## src/rtl/tlc_phase_scheduler.sv

```systemverilog
// tlc_phase_scheduler
//   Phase sequencer and round-robin request arbiter for a two-street
//   intersection (main street, side street, pedestrian crossing).
//   Main street rests on green. Side and pedestrian requests are latched
//   and served as timed phases. All durations are counted in tick strobes.
// Ports:
//   masterclk       system clock, rising edge
//   reset_button    asynchronous active-high reset
//   tick            timebase strobe, one masterclk cycle wide
//   sensor_button   side-street vehicle request (level)
//   ped_button      pedestrian request (level)
//   mainStreetleds  {red, yellow, green} for main street
//   sideStreetleds  {red, yellow, green} for side street
//   walk            pedestrian walk lamp
//   phase           current state encoding
module tlc_phase_scheduler #(
  parameter int T_MIN_GREEN  = 8,
  parameter int T_YELLOW     = 3,
  parameter int T_ALL_RED    = 1,
  parameter int T_SIDE_GREEN = 5,
  parameter int T_WALK       = 6,
  parameter int TW           = 8
) (
  input  logic       masterclk,
  input  logic       reset_button,
  input  logic       tick,
  input  logic       sensor_button,
  input  logic       ped_button,
  output logic [2:0] mainStreetleds,
  output logic [2:0] sideStreetleds,
  output logic       walk,
  output logic [2:0] phase
);

  typedef enum logic [2:0] {
    S_MG  = 3'd0, S_MY  = 3'd1, S_ARA = 3'd2, S_SG = 3'd3,
    S_SY  = 3'd4, S_PW  = 3'd5, S_PC  = 3'd6, S_ARB = 3'd7
  } state_t;

  // Exit thresholds: a state of duration T leaves on the tick where timer==T-1.
  localparam logic [TW-1:0] D_MING = TW'(T_MIN_GREEN - 1);
  localparam logic [TW-1:0] D_YEL  = TW'(T_YELLOW - 1);
  localparam logic [TW-1:0] D_AR   = TW'(T_ALL_RED - 1);
  localparam logic [TW-1:0] D_SG   = TW'(T_SIDE_GREEN - 1);
  localparam logic [TW-1:0] D_WALK = TW'(T_WALK - 1);

  localparam logic P_SIDE = 1'b0;
  localparam logic P_PED  = 1'b1;

  state_t        state, state_next;
  logic [TW-1:0] timer;
  logic          side_req, ped_req, prio;
  logic          chg, enter_sg, enter_pw;

  assign chg      = (state_next != state);
  assign enter_sg = chg && (state_next == S_SG);
  assign enter_pw = chg && (state_next == S_PW);

  // state register
  always_ff @(posedge masterclk or posedge reset_button) begin
    if (reset_button) state <= S_MG;
    else              state <= state_next;
  end

  // next-state logic
  always_comb begin
    state_next = state;
    case (state)
      S_MG:  if (tick && timer >= D_MING && (side_req || ped_req)) state_next = S_MY;
      S_MY:  if (tick && timer == D_YEL) state_next = S_ARA;
      S_ARA: if (tick && timer == D_AR) begin
        // Both pending: prio breaks the tie; lone request is served directly.
        if (side_req && (!ped_req || prio == P_SIDE)) state_next = S_SG;
        else if (ped_req)                              state_next = S_PW;
        else                                           state_next = S_MG;
      end
      S_SG:  if (tick && timer == D_SG)   state_next = S_SY;
      S_SY:  if (tick && timer == D_YEL)  state_next = S_ARB;
      S_PW:  if (tick && timer == D_WALK) state_next = S_PC;
      S_PC:  if (tick && timer == D_YEL)  state_next = S_ARB;
      S_ARB: if (tick && timer == D_AR)   state_next = S_MG;
      default: state_next = S_MG;
    endcase
  end

  // phase timer, request latches and round-robin pointer
  always_ff @(posedge masterclk or posedge reset_button) begin
    if (reset_button) begin
      timer    <= '0;
      side_req <= 1'b0;
      ped_req  <= 1'b0;
      prio     <= P_SIDE;
    end else begin
      if (chg)                  timer <= '0;
      else if (tick && ~&timer) timer <= timer + 1'b1;

      // Clear wins over a press landing on the service-entry edge.
      if (enter_sg)                                          side_req <= 1'b0;
      else if (sensor_button && state != S_SG && state != S_SY) side_req <= 1'b1;

      if (enter_pw)                                          ped_req <= 1'b0;
      else if (ped_button && state != S_PW && state != S_PC) ped_req <= 1'b1;

      if (enter_sg)      prio <= P_PED;
      else if (enter_pw) prio <= P_SIDE;
    end
  end

  // output decode: state only, no input-to-output path
  always_comb begin
    mainStreetleds = 3'b100;
    sideStreetleds = 3'b100;
    walk           = 1'b0;
    case (state)
      S_MG: mainStreetleds = 3'b001;
      S_MY: mainStreetleds = 3'b010;
      S_SG: sideStreetleds = 3'b001;
      S_SY: sideStreetleds = 3'b010;
      S_PW: walk           = 1'b1;
      default: ;
    endcase
  end

  assign phase = state;

endmodule

```

## config.mk

```make
export PLATFORM = sky130hd
export DESIGN_NAME = tlc_phase_scheduler
export DESIGN_NICKNAME = d
export VERILOG_FILES = /design/src/rtl/tlc_phase_scheduler.sv
export SDC_FILE = /design/constraint.sdc
export NUM_CORES = 1
export LEC_CHECK = 0
export ABC_AREA = 1
export ABC_CLOCK_PERIOD_IN_PS = 2120
export BUFFER_PORTS_ARGS = -buffer_cell sky130_fd_sc_hd__clkbuf_2
export CAP_MARGIN = 20
export CORE_UTILIZATION = 30
export CTS_BUF_LIST = sky130_fd_sc_hd__clkbuf_2 sky130_fd_sc_hd__clkbuf_4 sky130_fd_sc_hd__clkbuf_8
export CTS_CLUSTER_SIZE = 28
export DETAILED_ROUTE_END_ITERATION = 10
export SLEW_MARGIN = 10
export SYNTH_ARGS = -nofsm -noshare
export SYNTH_HDL_FRONTEND = slang
export SYNTH_SLANG_ARGS = --single-unit
export TNS_END_PERCENT = 30
```

## constraint.sdc

```tcl
create_clock -name masterclk -period 2.12 [get_ports masterclk]
set_clock_uncertainty 0.05 [all_clocks]
set_input_delay 0.212 -clock masterclk [delete_from_list [all_inputs] [get_ports masterclk]]
set_output_delay 0.212 -clock masterclk [all_outputs]
set_load 0.01 [all_outputs]
```

# Word-level counts from Yosys, hierarchy flattened
# Index checks and enable logic that the tools add are counted.
# word_totals
register_bits,14
output_inout_bits,10
word_cells,72
# op_classes
add_sub_neg,1
order_cmp,1
n_eq_ne,17
n_mux,21
n_bitwise,1
reduce_logical,26
# ops
op,count
$mux W3,9
$pmux W3 S7,1
$eq A8 B3 Y1 const B,2
$mux W8,2
$eq A3 B3 Y1 const B,5
$logic_and A1 B1 Y1,14
$pmux W3 S2,2
$eq A3 B2 Y1 const B,3
$ne A3 B3 Y1 const B,3
$add A8 B1 Y8 const B,1
$eq A8 B2 Y1 const B,1
$ge A8 B3 Y1 const B,1
$logic_not A8 Y1,1
$reduce_and A8 Y1,1
$reduce_bool A2 Y1,4
$mux W1,7
$eq A3 B1 Y1 const B,1
$logic_not A3 Y1,1
$ne A3 B2 Y1 const B,1
$ne A3 B3 Y1,1
$logic_not A1 Y1,2
$logic_or A1 B1 Y1,2
$reduce_or A2 Y1,1
$not A1 Y1,1

# Depth between registers and ports, before layout
# depth
word_depth,10
depth_mapped,15
depth_no_buf,15

# Least setup slack after synthesis
# OpenSTA, ideal clock, no wires.
# synth_timing
path_type,register -> register
from,register timer[0]
to,register prio
setup_time_ns,0.116
arrival_time_ns,1.561
required_ns,1.954
path_slack_ns,0.392
stages_incl_launch_ff,16
path_buffers,0
period_less_slack_ns,1.728
path_cell_list,dfrtp_1 inv_1 ha_1 nand2_1 nor2_1 nand2_1 nand2_1 nand2_1 nor2_1 nand2_1 nand2_1 nand2_1 nand2_2 nand2_4 nand2_1 nand2_1
# synth_between
elab_chain_cells,8
word_cells_on_any_way,26
classes_between,1 x order compare; 6 x eq/ne; 9 x mux; 10 x reduce/logical
# synth_rtl
element,line,rtl
"start, declared",51,logic [TW-1:0] timer;
"start signal, assigned",95,else if (tick && ~&timer) timer <= timer + 1'b1;
$ge A8 B3 Y1,69,S_MG: if (tick && timer >= D_MING && (side_req || ped_req)) state_next = S_MY;
$logic_and A1 B1 Y1 (2 in a row),69,
$mux W3,69,
$pmux W3 S7 *,68,case (state)
"$ne A3 B3 Y1, or another cell as far along",55,assign chg = (state_next != state);
"$logic_and A1 B1 Y1, on equally long branches","56, 57",
$mux W1 / $reduce_bool A2 Y1 (equally long branches),n/a,
"end signal, assigned",92,prio <= P_SIDE;
"end signal, assigned",104,if (enter_sg) prio <= P_PED;
"end signal, assigned",105,else if (enter_pw) prio <= P_SIDE;
"end, declared",52,"logic side_req, ped_req, prio;"
# Mark *: on every way between the ends. The rest lies on a longest branch, timed or not.
# A chain may end at the register's enable or synchronous reset.

# Final worst setup path
# layout_timing
from,register timer[1]
to,register prio
# The elaborated chain is that of the path after synthesis.

==> summary.md <==
| Metric | Value |
|---|---|
| Syn Nets | about 160 |
| Leading area contributor after synthesis | dfrtp_1 |
| Clk sinks | 14 |
| Vias in the first global route | 895 |
| Iteration-0 DRC Markers | 35 |
| Slew Limit Fails | 0 |
| Slew HR | 63.36% |
| Initial antenna violation count | 0 |
| Synthesized cell area | 1036 sq um |
| Hold slack final | 216.3 ps |
| Reg2reg end | prio |
| Routability cong. | 0.8757 |
| Synth top area cells | dfrtp_1 34%, nand2_1 16%, nor2_1 9.4% |
| Dpl cell area | approximately 1200 sq um |
| FF-to-FF path depth | 15 |
| Drc violations | 0 |
| PD cells | 1056 nW/um^2 |
| Dpl hpwl | 1717 microns |
| CTS tree | built |
| Total I/O pin count | 15 |
| Max cap viols | 0 |
| Final min period | 1930 ps |
| Critical path class | flop to flop |
| Diodes inserted | 0 |
| Post-Layout Inst Area | between 1000 and 1500 sq um |
| Peak Freq | 0.5181 GHz |
| Final nets | 185 |
| Largest net degree at the start of global routing | 15 |
| Die footprint | 3692 sq um |
| Req. time, crit path | 2240 ps |
| Reg2reg setup slack | 190 ps |
| Final Routed Wirelength | ~2200 microns |
| Top cell type's share of synthesized area | 33.82% |
| Worst Setup SP | timer[1] |
| DR pass1 iterations | 4 |
| YS warnings | 0 |
| Rows | 20 |
| Worst-Margin Slew | 549.0 ps |
| Clock buffer depth | 2 |
| Crit end category | flop |
| Final Hold Viols | 0 |
| Clock Tree Root | clkbuf_4 |
| Proportion of layout cells with a drive suffix above 1 | 22.41% |
| Clk slew on worst S/H paths | ~80 ps |
| Max FO, Critical Path | 9 |
| First-pass GRT wire length | 3822 microns |
| Final clock period utilization by the worst path | 91.04% |
| Min-delay worst type | primary input to flop |
| Synthesized instance count | between 150 and 200 |
| Core Area | roughly 3200 sq um |
| Total number of vias | 967 |
| Port buffer count | 14 |
| Via/cell ratio | approximately 4.4 |
| Worst vdd ir | 0.3880 mV |
| CP Capture Point | prio |
| Initial core utilization | 32.86% |
| Synth Register Bits | 14 |
| Die extent in x | a little over 60 microns |
| Remaining antenna violation count after routing | 0 |
| Seq/Total Area, Yosys | 33.82% |
| Num CTS Buffers | 3 |
| Final number of setup-violating endpoints | 0 |
| WP data arrival | 2050 ps |
| Leak pwr | roughly 0.64 nW |
| Synth unique cells | 24 |
| Die Y | 60.77 microns |
| Gr ovfl total | 0 |
| Reg2reg start | timer[1] |
| Status | complete, no violations |
| H-tree depth | 1 |
| Clk_lat worst skew | 270 ps |
| Mean Syn Cell Area | 6.684 sq um |
| Avg WL per Cell | 9.899 microns |
| CP Launch Type | flop |
| Gr usage total | 13.67% |
| Synthesis-to-finish area growth | 16.18% |
per-layer routing:
metal	vias to the layer above	track usage [%]	part of all wire, %
met5	-	0	0
li1	519	-	-
met2	13	21.82	43
met3	2	3.198	3.2
met1	433	18.50	53
met4	0	3.896	0.60
critical path, cell delays in order, from the launching register on:
cell and delay (ps):
dfrtp_1 420, inv_1 90, ha_1 140, nand2_1 70, nor2_2 150, nand2_1 80, nand2_1 90, nand2_1 50
nor2_1 110, nand2_1 80, nand2_1 120, nand2_1 80, nand2_2 90, nand2_4 100, nand2_1 70, nand2_1 40
repair_timing:
item | 4_1_cts | 5_1_grt
setup buffers | 0 | 2
resized for setup | 0 | 2
endpoints found under the hold margin | 14 | 0
setup endpoints to repair | 0 | 10
hold buffers | 1 | 0
sequential cells by signal, indices dropped and copies added, names as in the netlist:
| signal | count |
|---|---|
| phase | 3 |
| prio | 1 |
| timer | 8 |
| side_req | 1 |
| ped_req | 1 |
cell type report:
type / instances / area [sq um]
fillers: 352 / 1949
clock buffers: 3 / 22.52
repair buffers: 17 / 95.09
flip-flops and latches: 14 / 350.3
well taps: 44 / 55.05
inverters: 24 / 90.09
multi-input cells: 116 / 590.6
layout by cell type (no fill, tap or decap), types with 2 or more instances in the layout:
master,n
a21oi_1,2
o21ai_0,5
inv_2,5
or2_2,2
nor2_2,3
ha_1,4
clkbuf_2,14
nand2_2,3
dfrtp_1,14
inv_1,19
a21oi_2,2
nand3_1,10
nand2_1,45
nor2_1,25
xor2_1,4
nor3_2,3
buf_4,2
clkbuf_4,3
cell usage after synthesis:
master    n
nand2_1  45
nor2_1   26
inv_1    20
dfrtp_1  14
nand3_1  10
o21ai_0   5
ha_1      4
inv_2     4
xor2_1    4
nand2_2   3
nor3_2    3
a21oi_1   2
a21oi_2   2
nor2_2    2
or2_2     2
and3_1    1
buf_4     1
nand2_4   1
nand4_1   1
nor2_4    1
nor3_1    1
o21a_1    1
o21ai_1   1
o31ai_1   1
logic make-up (layout without fill, tap and decap cells):
family / Yosys count / after routing / share of synthesized area [%]
fa+ha+maj: 4 / 4 / 4.831
compound gates: 12 / 12 / 7.005
buf+inv: 25 / 44 / 9.420
flops: 14 / 14 / 33.82
xor+xnor: 4 / 4 / 3.381
simple gates: 96 / 96 / 41.55
worst min path at each step:
stage                        startpoint  endpoint  depth (start not counted)
after floorplan            reset_button   ped_req                          1
after global placement     reset_button  timer[4]                          2
after detailed placement   reset_button  timer[5]                          2
after CTS                 sensor_button  side_req                          5
after global routing      sensor_button  side_req                          5
final                     sensor_button  side_req                          5
power by group:
group	internal, mW	switching [mW]
registers	0.320	0.0782
logic	0.259	0.468
clock network	0.0657	0.0811
total	0.645	0.627
per-stage QoR:
stage	setup WS (ps)	setup TNS [ps]	util, %	power (mW)	instances
3_3_place_gp	167.6	0	36.59	1.105	212
6_report	190.0	0	38.17	1.271	218
3_5_place_dp	146.2	0	36.59	1.108	212
4_1_cts	124.5	0	37.62	1.261	216
5_1_grt	-15.19	-15.19	38.17	1.409	218
2_1_floorplan	392.2	0	-	0.9215	155
Note: power is estimated with default switching activity, not from simulation.
